===== src/rtl/coin_pkg.sv =====
// Shared coin codes and output-FSM state encodings for the coin input conditioner.
package coin_pkg;

  typedef logic [1:0] coin_t;

  localparam coin_t COIN_NONE = 2'd0;
  localparam coin_t COIN_ONE  = 2'd1;
  localparam coin_t COIN_TWO  = 2'd2;

  typedef enum logic [1:0] {
    IDLE = 2'd0,
    EMIT = 2'd1,
    GAP  = 2'd2
  } out_state_t;

  // Queue entry code (0 = one rupee, 1 = two rupees) to FSM coin code.
  function automatic coin_t code_to_coin(input logic code);
    return code ? COIN_TWO : COIN_ONE;
  endfunction

endpackage


===== src/rtl/coin_debounce.sv =====
// One coin sensor: 2-flop synchroniser, stability counter and press-event detector.
module coin_debounce #(
  parameter int unsigned DEBOUNCE_CYCLES = 16
) (
  input  logic clk,
  input  logic reset,
  input  logic sensor_n,
  output logic press_event
);

  localparam int unsigned CNT_W = $clog2(DEBOUNCE_CYCLES + 1);

  logic [1:0]       sync_q;
  logic             level_q;
  logic             level_seen_q;
  logic [CNT_W-1:0] cnt_q;

  // Levels are held active-high internally; reset leaves everything deasserted.
  always_ff @(posedge clk or negedge reset) begin
    if (!reset) begin
      sync_q       <= '0;
      level_q      <= 1'b0;
      level_seen_q <= 1'b0;
      cnt_q        <= '0;
      press_event  <= 1'b0;
    end else begin
      sync_q       <= {sync_q[0], ~sensor_n};
      level_seen_q <= level_q;
      press_event  <= level_q & ~level_seen_q;
      if (sync_q[1] != level_q) begin
        if (cnt_q == CNT_W'(DEBOUNCE_CYCLES - 1)) begin
          level_q <= sync_q[1];
          cnt_q   <= '0;
        end else begin
          cnt_q <= cnt_q + CNT_W'(1);
        end
      end else begin
        cnt_q <= '0;
      end
    end
  end

endmodule


===== src/rtl/coin_input_conditioner.sv =====
// Debounces both coin sensors, queues accepted coins and emits spaced one-cycle
// coin codes to the vending FSM, rejecting jammed or unstorable coins.
module coin_input_conditioner
  import coin_pkg::*;
#(
  parameter int unsigned DEBOUNCE_CYCLES = 16,
  parameter int unsigned QUEUE_DEPTH     = 2,
  parameter int unsigned GAP_CYCLES      = 1
) (
  input  logic                           clk,
  input  logic                           reset,
  input  logic                           coin_rs1_n,
  input  logic                           coin_rs2_n,
  input  logic                           accept_en,
  output logic [1:0]                     coin,
  output logic                           coin_reject,
  output logic [$clog2(QUEUE_DEPTH):0]   queue_count
);

  localparam int unsigned PTR_W = $clog2(QUEUE_DEPTH);
  localparam int unsigned CNT_W = PTR_W + 1;
  localparam int unsigned GAP_W = $clog2(GAP_CYCLES + 1);

  logic             ev_rs1;
  logic             ev_rs2;
  logic [PTR_W-1:0] wr_ptr_q;
  logic [PTR_W-1:0] rd_ptr_q;
  logic             mem_q [QUEUE_DEPTH];
  out_state_t       state_q;
  logic [GAP_W-1:0] gap_q;

  logic push_req_c;
  logic jam_c;
  logic full_c;
  logic pop_c;
  logic push_c;
  logic drop_c;

  coin_debounce #(.DEBOUNCE_CYCLES(DEBOUNCE_CYCLES)) u_deb_rs1 (
    .clk         (clk),
    .reset       (reset),
    .sensor_n    (coin_rs1_n),
    .press_event (ev_rs1)
  );

  coin_debounce #(.DEBOUNCE_CYCLES(DEBOUNCE_CYCLES)) u_deb_rs2 (
    .clk         (clk),
    .reset       (reset),
    .sensor_n    (coin_rs2_n),
    .press_event (ev_rs2)
  );

  // Classification: a lone event is a coin, simultaneous events are a jam.
  always_comb begin
    push_req_c = ev_rs1 ^ ev_rs2;
    jam_c      = ev_rs1 & ev_rs2;
    full_c     = (queue_count == CNT_W'(QUEUE_DEPTH));
    pop_c      = (state_q == IDLE) && (queue_count != '0) && accept_en;
    push_c     = push_req_c && (!full_c || pop_c);
    drop_c     = push_req_c && full_c && !pop_c;
  end

  always_ff @(posedge clk) begin
    if (push_c) begin
      mem_q[wr_ptr_q] <= ev_rs2;
    end
  end

  // Queue pointers, occupancy and reject pulse.
  always_ff @(posedge clk or negedge reset) begin
    if (!reset) begin
      wr_ptr_q    <= '0;
      rd_ptr_q    <= '0;
      queue_count <= '0;
      coin_reject <= 1'b0;
    end else begin
      if (push_c) wr_ptr_q <= wr_ptr_q + PTR_W'(1);
      if (pop_c)  rd_ptr_q <= rd_ptr_q + PTR_W'(1);
      queue_count <= queue_count + CNT_W'(push_c) - CNT_W'(pop_c);
      coin_reject <= jam_c | drop_c;
    end
  end

  // Output FSM: pop in IDLE, pulse during EMIT, hold coin low through GAP.
  always_ff @(posedge clk or negedge reset) begin
    if (!reset) begin
      state_q <= IDLE;
      gap_q   <= '0;
      coin    <= COIN_NONE;
    end else begin
      coin <= COIN_NONE;
      case (state_q)
        IDLE: begin
          if (pop_c) begin
            coin    <= code_to_coin(mem_q[rd_ptr_q]);
            state_q <= EMIT;
          end
        end
        EMIT: begin
          gap_q   <= GAP_W'(GAP_CYCLES);
          state_q <= GAP;
        end
        GAP: begin
          if (gap_q <= GAP_W'(1)) begin
            gap_q   <= '0;
            state_q <= IDLE;
          end else begin
            gap_q <= gap_q - GAP_W'(1);
          end
        end
        default: state_q <= IDLE;
      endcase
    end
  end

endmodule


===== config.mk =====
export PLATFORM = sky130hd
export DESIGN_NAME = coin_input_conditioner
export DESIGN_NICKNAME = d
export VERILOG_FILES = /design/src/rtl/coin_pkg.sv /design/src/rtl/coin_debounce.sv /design/src/rtl/coin_input_conditioner.sv
export SDC_FILE = /design/constraint.sdc
export NUM_CORES = 1
export LEC_CHECK = 0
export BUFFER_PORTS_ARGS = -buffer_cell sky130_fd_sc_hd__buf_4
export CORE_UTILIZATION = 60
export DETAILED_ROUTE_END_ITERATION = 8
export PLACE_DENSITY = 0.8
export SLEW_MARGIN = 10
export SYNTH_ARGS = -nofsm -noshare
export SYNTH_HDL_FRONTEND = slang
export SYNTH_SLANG_ARGS = --single-unit

===== constraint.sdc =====
create_clock -name clk -period 3.7 [get_ports clk]
set_input_delay 0.185 -clock clk [delete_from_list [all_inputs] [get_ports clk]]
set_output_delay 0.185 -clock clk [all_outputs]
set_load 0.005 [all_outputs]

==> impl_results.md, run 1 <==
- Status: finished clean
- Die height: 46.3 um
- Root Buffer: clkbuf_4
- Peak Freq: 575 MHz
- Finished Core Util: 77.2%
- Number of cells in the finished layout apart from fillers: 133
- Layout cells sized above 1: 20.4%
- Ant diodes: 0
- Syn. warnings: 0
- Rel. slew slack: approximately three quarters
- Final period demand of the worst path: 1740 ps
- Clock skew: 12.5 ps
- # port buffers: 9
- Bufs and invs on worst path: 1
- Power density cells: 572 nW/um^2
- Num CTS Buffers: 5
- Fin area: about 1400 sq um
- Synth area leaders: dfrtp_1 (62%), ha_1 (5.3%), edfxtp_1 (5.1%)
- Max Root-Sink Buffers: 2
- CP most frequent cell: ha_1
- Antenna Nets Post-Route: 0
- Gr ovfl total: 0
- Synthesized cell area: 1180 sq um
- Area delta synth->final: 16.8%
- Post-Route WL: 1680 um
- Clock Sinks: 31
- Core box area: 1780 sq um
- Data arrival, critical path: 1980 ps
- Post-synthesis sequential area ratio: 66.7%
- CP peak stage delay: around 410 ps
- Initial core utilization: 66.1%
- Post-Place Cell Area: about 1300 sq um
- Worst Path Required: 3940 ps
- Die area: 2150 sq um
- Hold Violations, Final: 0
- First-pass GRT wire length: 2640 um
- Post-synth cell types: 19
- Gr usage total: 20.1%
- Syn Inst Count: 88
- Detailed Routing Iterations Pass 1: 4
- Nets: roughly 120
- Leak: 0.739 nW
- Critical path class: reg -> reg
- CP Launch Point: u_deb_rs2.press_event
- CP endpoint: queue_count[1]
- Reg2Reg Setup Slack: just under 2000 ps
- Initial DRC count: 9
- Worst r2r path cells: 7
- Final setup viols: 0
- Period Utilization, post-route: 47.0%
- Startpoint Class: register
- Reg-to-Reg Start: u_deb_rs2.press_event
- Path category of the worst min-delay check: in -> async
- Placer Congestion: 0.774
- Routed len/inst: 12.6 um
- Post-synthesis sequential element count: 31
- CTS tree: built
- Pin count of the biggest net entering global routing: 30
- FP Rows: 15
- Reg clk slew, reported paths: 100 ps
- Setup bufs post-CTS: 0
- Critical path depth: 7
- Vias in the first global route: 627
- Placed Cells: 122
- Peak supply drop: 367 uV
- Worst setup EP type: register
- Slowest CP cell: dfrtp_1
- Initial antenna violation count: 0
- Post-synth top area cell: dfrtp_1
- Worst skew pair latency: 320 ps
- Setup ws final: 1960 ps
- Net Count, Synth: between 90 and 100
- Num ports: 10
- Pre-CTS setup slack: 2030 ps
- Worst flop-to-flop path endpoint: queue_count[1]
- # DRC: 0
- Yosys top cell area share: 61.6%
- DP HPWL: 1180 um
- Worst path cell trace: ha_1, o21ai_2, ha_1, inv_1, ha_1, xnor2_1, xnor2_1
- Max cap viols: 0
- DR vias: 657
- Die X: 46.3 um
- TNS Setup: 0 ps
- Crit-path leading delay family: adder cells
- H-tree Lvls: 2
- DR vias/cell: 4.94
- RSZ-0062 raised after global routing: no
- CP Max Fanout: 4
- Mapped Avg Cell Area: 13.4 sq um
- Slew @ Worst Pin: 345 ps
- Max Slew Vio Count: 0
power by group:
part | internal [mW] | switching, mW | leakage (nW)
registers | 0.383 | 0.0428 | 0.404
clock network | 0.112 | 0.106 | 0.0386
logic | 0.0791 | 0.0644 | 0.296
total | 0.574 | 0.213 | 0.739
synthesized netlist by cell type:
library cell  number
nor3b_4            1
xnor2_1            4
o21ai_2            2
edfxtp_1           2
nor2b_1            2
nand2b_1           1
and3_1             2
ha_1               5
a41o_1             1
mux2i_1            1
inv_1              9
xor2_1             6
and2_1             3
o21ai_0            2
nor2_1            11
dfrtp_1           29
mux2_2             2
nand3_1            4
and2b_2            1
logic make-up (layout without fill, tap and decap cells):
logic type | count (synthesis) | in the layout | share of synthesized area (%)
buffers and inverters | 9 | 29 | 2.87
AO/OA/AOI/OAI | 5 | 5 | 3.19
AND/OR/NAND/NOR | 25 | 25 | 11.8
flip-flops | 31 | 31 | 66.7
adder cells (fa/ha/maj) | 5 | 5 | 5.31
XOR/XNOR | 10 | 10 | 7.43
multiplexers | 3 | 3 | 2.76
flip-flops by register name, summed over array words and instances, names as in the netlist:
name,flops
u_deb_rs2.level_seen_q,1
u_deb_rs2.level_q,1
u_deb_rs1.level_q,1
u_deb_rs2.cnt_q,5
u_deb_rs1.sync_q,2
coin,2
u_deb_rs2.sync_q,2
state_q,2
u_deb_rs1.cnt_q,5
u_deb_rs1.level_seen_q,1
mem_q,2
u_deb_rs2.press_event,1
wr_ptr_q,1
queue_count,2
rd_ptr_q,1
coin_reject,1
u_deb_rs1.press_event,1
worst min path at each step:
| stage | startpoint | to | slack [ps] | depth (start not counted) |
|---|---|---|---|---|
| after global placement | reset | u_deb_rs1.cnt_q[1] | 120 | 1 |
| final | reset | u_deb_rs1.cnt_q[1] | 320 | 2 |
| after detailed placement | reset | u_deb_rs1.cnt_q[1] | 120 | 1 |
| after floorplan | reset | coin[0] | -110 | 0 |
| after global routing | accept_en | coin[1] | 320 | 4 |
| after CTS | reset | u_deb_rs1.cnt_q[1] | 310 | 2 |
what timing repair did:
action	in CTS	in global routing
hold endpoints to repair	31	0
endpoints found under the setup margin	0	0
resized for setup	0	0
hold buffers	3	0
layer usage:
metal / global-route usage [%] / part of all wire (%) / wire length [um]
met4: 17.1 / 3.3 / 55
met3: 10.2 / 5.1 / 85
met2: 30.3 / 47 / 792
met5: 0 / 0 / 0
met1: 20.3 / 44 / 740
through the flow:
| step | power (mW) | hold slack (ps) |
|---|---|---|
| global route | 0.832 | 324 |
| detailed placement | 0.573 | 123 |
| CTS | 0.795 | 309 |
| global placement | 0.564 | 118 |
| floorplan | 0.515 | -111 |
| finish | 0.787 | 319 |
area by class of cell:
type | instances | area (sq um)
sequential | 31 | 786
fill | 117 | 407
multi-input combinational | 48 | 359
clock buffer | 8 | 68.8
inverter | 9 | 33.8
timing repair buffer | 12 | 97.6
tap | 25 | 31.3
cells in the final DEF, fill, tap and decap left out, drive strengths merged:
cell type	instances
a41o	1
nor3b	1
o21ai	4
dfrtp	29
nor2	11
nor2b	2
and3	2
buf	9
and2	3
xor2	6
xnor2	4
mux2i	1
edfxtp	2
inv	9
clkbuf	8
ha	5
dlygate4sd3	3
nand3	4
mux2	2
nand2b	1
and2b	1
Note: power is estimated with default switching activity, not from simulation.
==> run 2: changes to the inputs <==
- CORE_UTILIZATION: 60 -> 56
- PLACE_DENSITY: 0.8 -> 0.75
- clock period: 3.7 -> 1.75 ns (I/O delays scaled with it)
==> impl_results.md, run 2 (synthesized netlist as in run 1, its figures left out) <==
- Status: finished clean (unchanged)
- Path category of the worst min-delay check: in -> async (unchanged)
- Top Layer Used: met4 (unchanged)
- Max Slew Vio Count: 0 (unchanged)
- Pin count of the biggest net entering global routing: 30 (unchanged)
- Worst setup EP type: register (unchanged)
- Data arrival, critical path: 1840 ps (was 1980 ps)
- DR vias/cell: 4.75 (was 4.94)
- Gr usage total: 17.0% (was 20.1%)
- WL met2: 813 um (was 792 um)
- Initial DRC count: 7 (was 9)
- Fill cell count: 152 (was 117)
- CP Max Fanout: 3 (was 4)
- Power density cells: 1170 nW/um^2 (was 572 nW/um^2)
- Clock Sinks: 31 (unchanged)
- Die area: 2290 sq um (was 2150 sq um)
- # DRC: 0 (unchanged)
- FP Rows: 16 (was 15)
- Critical path class: reg -> reg (unchanged)
- RSZ-0062 raised after global routing: no (unchanged)
- First-pass GRT wire length: 2480 um (was 2640 um)
- Rel. slew slack: 74.8% (was 76.8%)
- Num CTS Buffers: 5 (unchanged)
- DR vias: 651 (was 657)
- Clock power frac: 25.3% (was 27.6%)
- Comb pwr share: 20.2% (was 18.2%)
- Layout cells sized above 1: 23.6% (was 20.4%)
- TNS Setup: 0 ps (unchanged)
- Sw power: 442 uW (was 213 uW)
- CTS tree: built (unchanged)
- Num ports: 10 (unchanged)
- Initial antenna violation count: 0 (unchanged)
- Nets: 119 (was 117)
- Sequential Power Share: 54.5% (was 54.1%)
- Final setup viols: 0 (unchanged)
- Placer Congestion: 0.770 (was 0.774)
- Highest-count cells in the layout ignoring fill and taps: dfrtp_1 (29), nor2_1 (11), buf_4 (11) (was dfrtp_1 (29), nor2_1 (11), inv_1 (9), buf_4 (9), xor2_1 (6))
- Ant diodes: 0 (unchanged)
- Area delta synth->final: 19.2% (was 16.8%)
- Sw Share: 26.9% (was 27.1%)
- Startpoint Class: register (unchanged)
- # port buffers: 9 (unchanged)
- Max Root-Sink Buffers: 2 (unchanged)
- Reg clk slew, reported paths: 100 ps (about the same)
- Detailed Routing Iterations Pass 1: 4 (unchanged)
- Worst Path Required: 1950 ps (was 3940 ps)
- Routed len/inst: 11.5 um (was 12.6 um)
- Total power: 1.64 mW (was 787 uW)
- Final period demand of the worst path: 1640 ps (was 1740 ps)
- Storage cell area: 786 sq um (unchanged)
- Core box area: 1960 sq um (was 1780 sq um)
- M1 wire length: 695 um (was 740 um)
- Top Registers: u_deb_rs1.cnt_q x5, u_deb_rs2.cnt_q x5 (unchanged)
- Detail Route met3 WL: 60 um (was 85 um)
- Gr ovfl total: 0 (unchanged)
- Peak Freq: 608 MHz (was 575 MHz)
- Clock skew: 11.8 ps (was 12.5 ps)
- Initial core utilization: 60.1% (was 66.1%)
- Leak: 0.744 nW (was 0.739 nW)
- Period Utilization, post-route: 93.9% (was 47.0%)
- Hold Slack: 205 ps (was 319 ps)
- Footprint of the multi-input gates: 379 sq um (was 359 sq um)
- H-tree Lvls: 2 (unchanged)
- Die X: 47.9 um (was 46.3 um)
- Die height: 47.9 um (was 46.3 um)
- Worst skew pair latency: 320 ps (about the same)
- Peak supply drop: 746 uV (was 367 uV)
- Hold Violations, Final: 0 (unchanged)
- Post-Route WL: 1580 um (was 1680 um)
- Max cap viols: 0 (unchanged)
- DP HPWL: 1120 um (was 1180 um)
- Antenna Nets Post-Route: 0 (unchanged)
- Slew @ Worst Pin: 373 ps (was 345 ps)
- Leading cell type in the layout, fill and taps excluded: dfrtp_1 (unchanged)
- Internal: 1.20 mW (was 574 uW)
- Root Buffer: clkbuf_4 (unchanged)
- Vias in the first global route: 589 (was 627)
-- run 2: changes by cell type in the layout (fill, tap and decap cells not counted) --
cell | before | now
clkinv_2 | 0 | 1
xnor2_1 | 4 | 3
ha_4 | 0 | 1
xnor2_2 | 0 | 1
buf_4 | 9 | 11
clkbuf_8 | 2 | 1
ha_1 | 5 | 4
-- run 2: metal layers --
metal | vias to the layer above | track usage [%]
li1 | 323 | -
met1 | 314 | 20.2
met2 | 12 | 26.2
met3 | 2 | 9.06
met4 | 0 | 6.67
met5 | - | 0
-- run 2: path summary, 6_finish.rpt --
check,startpoint,end,slack (ps),cells past startpoint
max,u_deb_rs2.press_event,queue_count[1],110,7
max reg2reg,u_deb_rs2.press_event,queue_count[1],110,7
min,reset,u_deb_rs2.cnt_q[0],210,2
min in group clk,accept_en,state_q[0],270,5
max in group asynchronous,reset,queue_count[0],1280,2
min reg2reg,u_deb_rs2.sync_q[0],u_deb_rs2.sync_q[1],350,0
-- run 2: power by group through the flow --
stage	Clock, mW	Sequential, mW	Combinational [mW]
6_report	0.415	0.894	0.332
2_1_floorplan	0	0.899	0.189
5_1_grt	0.470	0.912	0.375
3_3_place_gp	0	0.906	0.303
4_1_cts	0.431	0.895	0.322
3_5_place_dp	0	0.910	0.316
-- run 2: worst max-delay path: stages, from the launching register on --
cell and delay [ps]:
dfrtp_1 420, ha_4 290, o21ai_2 60, ha_1 270, inv_1 40, ha_1 190, xnor2_2 140, xnor2_1 120
-- run 2: layout make-up --
type	count	share of cell area, %
inverters	9	2.40
multi-input cells	48	27.0
repair buffers	14	8.01
clock buffers	7	3.92
well taps	27	2.40
clock inverters	1	0.356
flip-flops and latches	31	55.9
-- run 2: timing repair --
item,4_1_cts,5_1_grt
setup endpoints to repair,0,1
gates resized for setup,0,2
endpoints found under the hold margin,31,0
hold buffers,3,0
buffers inserted,0,1
-- run 2: per-stage QoR --
stage | setup slack (ps) | util (%) | area [sq um] | std cells
after global placement | 125 | 65.6 | 1290 | 125
after detailed placement | 68.4 | 65.6 | 1290 | 125
after CTS | 36.6 | 70.2 | 1380 | 136
final | 106 | 71.6 | 1410 | 137
after global routing | 22.2 | 71.6 | 1410 | 137
after floorplan | 159 | - | 1180 | 88
